===== src/rtl/gpio_irq_banked.sv =====
// Banked GPIO edge-detect interrupt front-end with an Avalon-MM slave.
// Ports: clk, rst_n, gpio_i, avs_* bus, irq_o (one level irq per bank).
module gpio_irq_banked #(
  parameter  int NUM_GPIO    = 72,
  parameter  int SYNC_STAGES = 2,
  localparam int NUM_BANKS   = (NUM_GPIO + 31) / 32,
  localparam int ADDR_W      = $clog2(NUM_BANKS) + 2
) (
  input  logic                 clk,
  input  logic                 rst_n,
  input  logic [NUM_GPIO-1:0]  gpio_i,
  input  logic [ADDR_W-1:0]    avs_address,
  input  logic                 avs_read,
  input  logic                 avs_write,
  input  logic [31:0]          avs_writedata,
  output logic [31:0]          avs_readdata,
  output logic                 avs_readdatavalid,
  output logic [NUM_BANKS-1:0] irq_o
);

  localparam int PW = NUM_BANKS * 32;

  logic [NUM_GPIO-1:0] sync_q [SYNC_STAGES];
  logic [NUM_GPIO-1:0] prev_q;
  logic [NUM_GPIO-1:0] s;
  logic [PW-1:0]       rise_pad;
  logic [PW-1:0]       fall_pad;
  logic [PW-1:0]       impl_pad;

  logic [31:0] pend_q [NUM_BANKS];
  logic [31:0] ien_q  [NUM_BANKS];
  logic [31:0] rise_q [NUM_BANKS];
  logic [31:0] fall_q [NUM_BANKS];

  logic [7:0]  bank_idx;
  logic [1:0]  reg_idx;
  logic [31:0] rd_mux;

  assign s        = sync_q[SYNC_STAGES-1];
  assign rise_pad = PW'(s & ~prev_q);
  assign fall_pad = PW'(~s & prev_q);
  assign impl_pad = PW'({NUM_GPIO{1'b1}});
  assign reg_idx  = avs_address[1:0];

  if (ADDR_W > 2) begin : g_bank
    assign bank_idx = 8'(avs_address[ADDR_W-1:2]);
  end else begin : g_nobank
    assign bank_idx = 8'd0;
  end

  always_ff @(posedge clk or negedge rst_n) begin
    if (!rst_n) begin
      for (int i = 0; i < SYNC_STAGES; i++)
        sync_q[i] <= '0;
      prev_q <= '0;
    end else begin
      sync_q[0] <= gpio_i;
      for (int i = 1; i < SYNC_STAGES; i++)
        sync_q[i] <= sync_q[i-1];
      prev_q <= s;
    end
  end

  // Set is OR'ed in after the W1C mask so a coincident edge survives.
  always_ff @(posedge clk or negedge rst_n) begin
    if (!rst_n) begin
      for (int b = 0; b < NUM_BANKS; b++) begin
        pend_q[b] <= '0;
        ien_q[b]  <= '0;
        rise_q[b] <= '0;
        fall_q[b] <= '0;
      end
    end else begin
      for (int b = 0; b < NUM_BANKS; b++) begin
        logic        sel;
        logic [31:0] msk;
        logic [31:0] set;
        logic [31:0] clr;
        sel = avs_write && (bank_idx == 8'(b));
        msk = impl_pad[b*32 +: 32];
        set = (rise_pad[b*32 +: 32] & rise_q[b])
            | (fall_pad[b*32 +: 32] & fall_q[b]);
        clr = (sel && reg_idx == 2'd0) ? avs_writedata : 32'd0;
        pend_q[b] <= ((pend_q[b] & ~clr) | set) & msk;
        if (sel && reg_idx == 2'd1) ien_q[b]  <= avs_writedata & msk;
        if (sel && reg_idx == 2'd2) rise_q[b] <= avs_writedata & msk;
        if (sel && reg_idx == 2'd3) fall_q[b] <= avs_writedata & msk;
      end
    end
  end

  always_comb begin
    rd_mux = '0;
    for (int b = 0; b < NUM_BANKS; b++) begin
      if (bank_idx == 8'(b)) begin
        unique case (reg_idx)
          2'd0: rd_mux = pend_q[b];
          2'd1: rd_mux = ien_q[b];
          2'd2: rd_mux = rise_q[b];
          2'd3: rd_mux = fall_q[b];
        endcase
      end
    end
  end

  always_ff @(posedge clk or negedge rst_n) begin
    if (!rst_n) begin
      avs_readdata      <= '0;
      avs_readdatavalid <= 1'b0;
    end else begin
      avs_readdatavalid <= avs_read;
      if (avs_read) avs_readdata <= rd_mux;
    end
  end

  always_comb begin
    irq_o = '0;
    for (int b = 0; b < NUM_BANKS; b++)
      irq_o[b] = |(pend_q[b] & ien_q[b]);
  end

endmodule


===== config.mk =====
export PLATFORM = sky130hd
export DESIGN_NAME = gpio_irq_banked
export DESIGN_NICKNAME = d
export VERILOG_FILES = /design/src/rtl/gpio_irq_banked.sv
export SDC_FILE = /design/constraint.sdc
export NUM_CORES = 1
export LEC_CHECK = 0
export ABC_AREA = 1
export CAP_MARGIN = 40
export CORE_MARGIN = 2
export CORE_UTILIZATION = 50
export DETAILED_ROUTE_END_ITERATION = 10
export PLACE_DENSITY_LB_ADDON = 0.15
export SLEW_MARGIN = 20
export SYNTH_ARGS = -nofsm -noshare
export SYNTH_HDL_FRONTEND = slang
export SYNTH_SLANG_ARGS = --single-unit

===== constraint.sdc =====
create_clock -name clk -period 1.8 [get_ports clk]
set_input_delay 0.18 -clock clk [delete_from_list [all_inputs] [get_ports clk]]
set_output_delay 0.18 -clock clk [all_outputs]
set_load 0.1 [all_outputs]

## Word-level counts from Yosys, hierarchy flattened

Cells that the tools add are included.

- Register bits after elaboration: 537
- Latch bits: 0
- Input port bits: 112
- Output and inout bits: 36
- Memory bits (writable): 0
- Memories: 0
- Word-level logic and storage cells: 76
- Bits in read-only memories: 0

- Multiply operators: 0
- Magnitude comparators: 0
- Bitwise logic cells: 25
- Muxes and demuxes: 9
- Divide/modulo/power cells: 0
- Reduce and logical (&&, ||, !) cells: 20
- Shifts and indexed selects: 0
- $add $sub $neg: 0
- Equality and inequality tests: 5

Operator list:

| cell | number |
|---|---|
| $pmux W32 S4 | 3 |
| $and A32 B32 Y32 | 8 |
| $mux W32 | 5 |
| $and A72 B72 Y72 | 2 |
| $not A72 Y72 | 2 |
| $or A32 B32 Y32 | 4 |
| $reduce_or A32 Y1 | 3 |
| $not A32 Y32 | 2 |
| $and A8 B8 Y8 | 4 |
| $or A8 B8 Y8 | 2 |
| $logic_and A1 B1 Y1 | 15 |
| $logic_not A8 Y1 | 1 |
| $mux W8 | 1 |
| $not A8 Y8 | 1 |
| $eq A2 B2 Y1 const B | 3 |
| $eq A2 B1 Y1 const B | 2 |
| $logic_not A2 Y1 | 1 |

## Longest topological paths before layout

Gate-level depths: netlist of run 1.

- Depth in word-level cells: 7
- Gate-level depth with buffers: 11
- Gate-level depth less buffers: 8

## Least setup slack after synthesis of run 1

Ideal clock, no wire load.

- Path type: reg2out
- Start point: register ien_q[5] (netlist name)
- End point: output port irq_o[2]
- Arrival time: 1844 ps
- Required time: 1620 ps
- Path buffers: 0
- Stages on the path, launching flop included: 3
- Setup slack: -224 ps
- Cells stage by stage: dfrtp_1 -> inv_1 -> o211ai_1

- Word-level cells in the longest chain between the ends: 2

Ends and longest elaborated chain:

| what | line | RTL |
|---|---|---|
| from (decl) | 31 | `logic [31:0] ien_q [NUM_BANKS];` |
| from (signal, indexed assignment) | 85 | `if (sel && reg_idx == 2'd1) ien_q[b] <= avs_writedata & msk;` |
| $and A8 B8 Y8 | 119 | `irq_o[b] = \|(pend_q[b] & ien_q[b]);` |
| $reduce_or A32 Y1 | 119 |  |
| to (decl) | 18 | `output logic [NUM_BANKS-1:0] irq_o` |

No other way between the ends.

## Worst setup path after layout of run 1

- Start point: register ien_q[69] (netlist name)
- End point: output port irq_o[0]

- Word-level cells in the longest chain between the ends: 2

Ends and longest elaborated chain:

| what | line |
|---|---|
| $and A32 B32 Y32 | 119 |
| $reduce_or A32 Y1 | 119 |

No other way between the ends.

==> results of run 1 <==
-- timing repair --
action | CTS | global route
gates cloned | 0 | 0
pin swaps | 20 | 3
endpoints found under the hold margin | 441 | 1
endpoints found under the setup margin | 3 | 3
hold buffers | 47 | 1
buffers inserted | 25 | 2
resized for setup | 40 | 9
-- per-layer routing --
layer / up-vias / global-route usage / share of wire
li1: 7893 / - / -
met1: 8351 / 0.383 / 0.41
met2: 657 / 0.457 / 0.47
met3: 150 / 0.0458 / 0.069
met4: 0 / 0.129 / 0.042
met5: - / 0 / 0
-- sequential cells by signal, summed over array words and instances, names as in the netlist --
signal             cells
s                     72
pend_q                72
fall_q                72
rise_q                72
prev_q                72
avs_readdata          32
sync_q                72
avs_readdatavalid      1
ien_q                 72
-- synth_stat cells (all sizes together) --
cell type	number	area, sq um
nand3	89	445
buf	53	278
inv	100	378
a31oi	2	12.5
nand4	9	56.3
nand2	658	2500
clkinv	6	22.5
nor2	220	932
nand3b	28	210
clkbuf	41	155
o211ai	34	255
dfrtp	537	13400
o21bai	5	37.5
a21oi	119	596
o21ai	258	1290
o221ai	38	333
o22ai	10	62.6
-- kinds of logic (layout without fill, tap and decap cells) --
kind of cell	count (synthesis)	count (layout)	synth area share
AND/OR/NAND/NOR	1004	1004	0.197
buffers and inverters	200	552	0.0397
AO/OA/AOI/OAI	466	466	0.123
flip-flops	537	537	0.640
other	0	1	0
-- power by group --
part           switching [W]  internal [W]
logic                0.00305       0.00190
clock network        0.00480       0.00752
registers            0.00127        0.0137
total                0.00912        0.0231
-- worst max-delay path: cells and delay by family, from the launching register on --
| family | cells | cell delay, ns |
|---|---|---|
| simple gates | 4 | 0.66 |
| buf+inv | 1 | 0.28 |
| flops | 1 | 0.40 |
-- metrics by stage --
| step | setup TNS, ns | setup WS (ns) | util |
|---|---|---|---|
| final | -0.646 | -0.331 | 0.644 |
| after detailed placement | -33.69 | -0.229 | 0.577 |
| after global routing | -0.804 | -0.400 | 0.644 |
| after CTS | -0.644 | -0.314 | 0.642 |
| after global placement | -27.02 | -0.180 | 0.577 |
| after floorplan | -0.217 | -0.217 | - |
-- worst max path at each step --
| stage | startpoint | endpoint | slack [ns] | cells after the start |
|---|---|---|---|---|
| global placement | avs_address[1] | avs_readdata[25]$_DFFE_PN0P_ | -0.18 | 11 |
| finish | ien_q[69]$_DFFE_PN0P_ | irq_o[0] | -0.33 | 5 |
| floorplan | pend_q[5]$_DFF_PN0_ | irq_o[2] | -0.22 | 2 |
| detailed placement | avs_address[0] | pend_q[5]$_DFF_PN0_ | -0.23 | 7 |
| global route | ien_q[89]$_DFFE_PN0P_ | irq_o[0] | -0.40 | 5 |
| CTS | pend_q[88]$_DFF_PN0_ | irq_o[0] | -0.31 | 5 |
-- final cells by class --
| type | instances | area (sq um) | share of cell area |
|---|---|---|---|
| Antenna cell | 1 | 2.50 | 0.0000933 |
| Clock buffer | 75 | 1560 | 0.0583 |
| Clock inverter | 26 | 414 | 0.0154 |
| Inverter | 106 | 400 | 0.0149 |
| Multi-Input combinational cell | 1470 | 6830 | 0.255 |
| Sequential cell | 537 | 13400 | 0.501 |
| Tap cell | 539 | 674 | 0.0252 |
| Timing Repair Buffer | 345 | 3490 | 0.130 |
==> impl_metrics.py, run 1 <==
metrics = {
    "min_path": {
        "hold_class": "in2reg",
        "min_to": "sync_q[142]$_DFF_PN0_",
        "hold_depth": 1,
        "min_from": "gpio_i[70]",
    },
    "status": {
        "violations": "setup timing",
        "status": "finished with violations",
    },
    "routing": {
        "firstDrtPassIters": 6,
        "drt_iter0_drc": 1507,
        "drc": 0,
        "final_antenna_net_count": 0,
        "postRouteWirelength_um": 60100,
        "viasPerCell": 5.50,
        "vias": 17100,
        "wl_per_cell_um": 19.4,
    },
    "grt": {
        "grt_max_degree": 67,
        "grt_overflow": 0,
        "grt_pass1_wl_um": 95700,
        "antenna_found_initial": 1,
        "grt_use_total": 0.284,
        "grt_pass1_vias": 17100,
    },
    "sta": {
        "setup_slack_ns": -0.331,
        "hold_viol": 0,
        "setup_viol": 3,
        "fin_crit_ns": 2.13,
        "drv_slew": 0,
        "tightest_slew_ns": 0.528,
        "skew_ns": 0.0192,
        "fmax_mhz": 469,
        "rsz0062_at_grt": "true",
        "slew_headroom": 0.648,
        "fin_crit_sh": 1.18,
        "holdWs_ns": 0.0122,
    },
    "critical_path": {
        "slowest_stage": "dfrtp_1",
        "worstSetupPathType": "reg2out",
        "critPathLaunchType": "flop",
        "arrival_ns": 1.95,
        "timing.rr.start": "ien_q[69]$_DFFE_PN0P_",
        "path_cells": "nand2_2 > nand4_1 > nor2_1 > nand4_1 > buf_12",
        "path_max_fanout": 2,
        "max_stage_delay_ns": 0.40,
        "cp.required_ns": 1.62,
        "ff2ff_path_depth": 7,
        "r2r_end": "avs_readdata[5]$_DFFE_PN0P_",
        "r2r_slack_ns": 0.55,
        "cp_common_cell": "nand4_1",
        "cp-end-kind": "primary output",
    },
    "placement": {
        "postPlaceCellArea_sq_mm": 0.0240,
        "port_buffers": 147,
        "dp.cells": 2922,
        "gp_congestion": 0.914,
        "post-dp-hpwl_um": 40600,
    },
    "power": {
        "max-vdd-ir-drop_v": 0.000874,
        "powerDensity_mw_per_mm2": 1200,
        "leakagePower_nw": 12.3,
        "finalPower_w": 0.0322,
    },
    "layout": {
        "design_area_sq_mm": 0.0268,
        "final_cell_mix": "nand2_1, dfrtp_1, o21ai_0",
        "layout_commonest_cell": "nand2_1",
        "fillers": 3443,
        "final_cell_count_no_fill": 3099,
        "finalNetCount": 2627,
        "syn2layout_area_growth_pct": 27.7,
        "drive_gt1_frac": 0.137,
    },
    "floorplanning": {
        "ioPinCount": 148,
        "rows": 75,
        "coreArea_sq_mm": 0.0417,
        "die-area_sq_mm": 0.0437,
        "dieWidth_um": 209,
        "die-height_um": 209,
        "floorplan.initialDensity": 0.504,
    },
    "cts": {
        "numClockSinks": 537,
        "htree_levels": 2,
        "path_clk_slew_ns": 0.06,
        "cts_tree": "built",
        "clk_latency_ns": 0.62,
        "cts.path.max_buffers": 3,
        "cts_root_buf": "clkbuf_16",
        "cts_buffers": 55,
    },
    "logic_synthesis": {
        "yosys_register_bits": 537,
        "synth-seq-area-share": 0.640,
        "avgSynthCellArea_sq_um": 9.52,
        "netlist_instances": 2207,
        "yosysWarnings": 0,
        "synth_cell_types": 28,
        "synth.net_count": 2319,
        "netlist_area_sq_mm": 0.0210,
    },
    "run": {
        "drv_cap": 0,
    },
}
(Power assumes the default switching activity.)
==> inputs of run 2 (changes only) <==
--- a/config.mk
+++ b/config.mk
@@ -11,6 +11,7 @@
 export CORE_UTILIZATION = 50
 export DETAILED_ROUTE_END_ITERATION = 10
 export PLACE_DENSITY_LB_ADDON = 0.15
+export SKIP_LAST_GASP = 1
 export SLEW_MARGIN = 20
 export SYNTH_ARGS = -nofsm -noshare
 export SYNTH_HDL_FRONTEND = slang
==> results of run 2 <==
Same layout as run 1: the final DEF is identical, and so are final timing and power.
==> inputs of run 3 (changes only) <==
--- a/config.mk
+++ b/config.mk
@@ -11,6 +11,7 @@
 export CORE_UTILIZATION = 50
 export DETAILED_ROUTE_END_ITERATION = 10
 export PLACE_DENSITY_LB_ADDON = 0.15
+export SKIP_CTS_REPAIR_TIMING = 1
 export SKIP_LAST_GASP = 1
 export SLEW_MARGIN = 20
 export SYNTH_ARGS = -nofsm -noshare
==> run 3 against run 2 <==
Against the previous run: the run ends with hold timing, setup timing left; die area stayed put; sequential share of layout area is 0.94 points higher; clock skew is 0.0015 ns higher; combinational power decreased by 4%; global-route usage shrank 0.40 points; count of clock-buffer cells in the layout unchanged; via count fell by 1.1%; clock power hardly changed; sequential power hardly changed; power shrank 0.57%; hold slack worse by 0.013 ns; critical path type unchanged; largest cell class unchanged.
==> impl_metrics.py, run 3 (synthesis gave the netlist of run 1 again) <==
metrics = {
    "placement": {
        "gp_congestion": 0.914,
        "post-place-ws_ns": -0.229,
        "dp.cells": 2922,
        "post-dp-hpwl_um": 40600,
        "port_buffers": 147,
    },
    "routing": {
        "drc": 0,
        "viasPerCell": 5.54,
        "final_antenna_net_count": 0,
        "vias": 16900,
        "postRouteWirelength_um": 59500,
        "firstDrtPassIters": 6,
        "wl_per_cell_um": 19.5,
        "drt_iter0_drc": 1559,
    },
    "sta": {
        "tightest_slew_ns": 0.524,
        "slew_headroom": 0.650,
        "setup_viol": 3,
        "fmax_mhz": 461,
        "fin_crit_ns": 2.17,
        "setup_slack_ns": -0.370,
        "hold_viol": 2,
        "holdWs_ns": -0.000751,
        "skew_ns": 0.0207,
        "drv_slew": 0,
        "fin_crit_sh": 1.21,
        "rsz0062_at_grt": "true",
    },
    "cts": {
        "path_clk_slew_ns": 0.06,
        "numClockSinks": 537,
        "cts_tree": "built",
        "cts.path.max_buffers": 3,
        "htree_levels": 2,
        "clk_latency_ns": 0.62,
        "cts_root_buf": "clkbuf_16",
        "cts_buffers": 55,
    },
    "critical_path": {
        "timing.rr.start": "ien_q[69]$_DFFE_PN0P_",
        "path_max_fanout": 3,
        "arrival_ns": 1.99,
        "worstSetupPathType": "reg2out",
        "r2r_end": "avs_readdata[5]$_DFFE_PN0P_",
        "cp.required_ns": 1.62,
        "critPathLaunchType": "flop",
        "cp-end-kind": "primary output",
        "ff2ff_path_depth": 6,
        "r2r_slack_ns": 0.69,
    },
    "floorplanning": {
        "floorplan.initialDensity": 0.504,
        "die-height_um": 209,
        "ioPinCount": 148,
        "die-area_sq_mm": 0.0437,
        "dieWidth_um": 209,
        "coreArea_sq_mm": 0.0417,
        "rows": 75,
    },
    "layout": {
        "drive_gt1_frac": 0.131,
        "num_antenna_cells": 0,
        "syn2layout_area_growth_pct": 25.3,
        "layout_commonest_cell": "nand2_1",
        "final_cell_count_no_fill": 3045,
        "fin_util": 0.632,
        "final_cell_mix": "nand2_1, dfrtp_1, o21ai_0",
        "finalNetCount": 2574,
    },
    "status": {
        "violations": "hold timing, setup timing",
        "status": "finished with violations",
    },
    "power": {
        "leakagePower_nw": 12.1,
        "powerDensity_mw_per_mm2": 1220,
        "p_clk_frac": 0.384,
        "max-vdd-ir-drop_v": 0.000847,
        "power.switching_w": 0.00907,
        "finalPower_w": 0.0321,
        "p_int_w": 0.0230,
        "swShare": 0.283,
        "pwr-share-seq": 0.468,
        "p_comb_frac": 0.148,
    },
    "min_path": {
        "hold_depth": 1,
        "min_to": "sync_q[126]$_DFF_PN0_",
        "hold_class": "in2reg",
        "min_from": "gpio_i[54]",
    },
    "grt": {
        "grt_use_total": 0.280,
        "grt_max_degree": 67,
        "antenna_found_initial": 1,
        "grt_pass1_vias": 16700,
        "grt_overflow": 0,
        "grt_pass1_wl_um": 94300,
    },
    "run": {
        "drv_cap": 0,
    },
}
-- run 3: stage by stage --
step	TNS (ns)	instance area, sq um
after global routing	-0.839	26300
after floorplan	-0.217	21000
final	-0.703	26300
after global placement	-27.02	24000
after CTS	-1.02	26000
after detailed placement	-33.69	24000
-- run 3: worst max path at each step --
stage          depth (start not counted)                           end  slack [ns]             startpoint
2_1_floorplan                          2                      irq_o[2]       -0.22    pend_q[5]$_DFF_PN0_
3_3_place_gp                          11  avs_readdata[25]$_DFFE_PN0P_       -0.18         avs_address[1]
3_5_place_dp                           7           pend_q[5]$_DFF_PN0_       -0.23         avs_address[0]
5_1_grt                                5                      irq_o[0]       -0.40  ien_q[89]$_DFFE_PN0P_
4_1_cts                                5                      irq_o[0]       -0.44   pend_q[89]$_DFF_PN0_
6_report                               5                      irq_o[0]       -0.37   pend_q[90]$_DFF_PN0_
-- run 3: power by group through the flow --
stage	clock network [W]	logic (W)	registers (W)
finish	0.0123	0.00476	0.0150
global route	0.0130	0.00530	0.0152
CTS	0.0125	0.00464	0.0149
detailed placement	0	0.00460	0.0151
global placement	0	0.00447	0.0151
floorplan	0	0.00230	0.0154
-- run 3: final cells by class --
cell class              count  area, sq um
fillers                  3475        15300
flip-flops and latches    537        13400
multi-input cells        1470         6820
repair buffers            292         3000
clock buffers              75         1560
well taps                 539          674
clock inverters            26          414
inverters                 106          400
-- run 3: routing by layer --
layer	track usage	wire length (um)	up-vias	part of all wire
li1	-	-	7788	-
met1	0.380	25000	8311	0.42
met2	0.450	28200	632	0.47
met3	0.0457	3870	136	0.065
met4	0.121	2420	2	0.041
met5	0	13	-	0.00022
-- run 3: critical path, cell delays in order (launching register included) --
cell	delay (ns)
dfrtp_1	0.40
nand2_1	0.14
nand4_1	0.12
nor2_2	0.15
nand4_1	0.28
buf_12	0.28
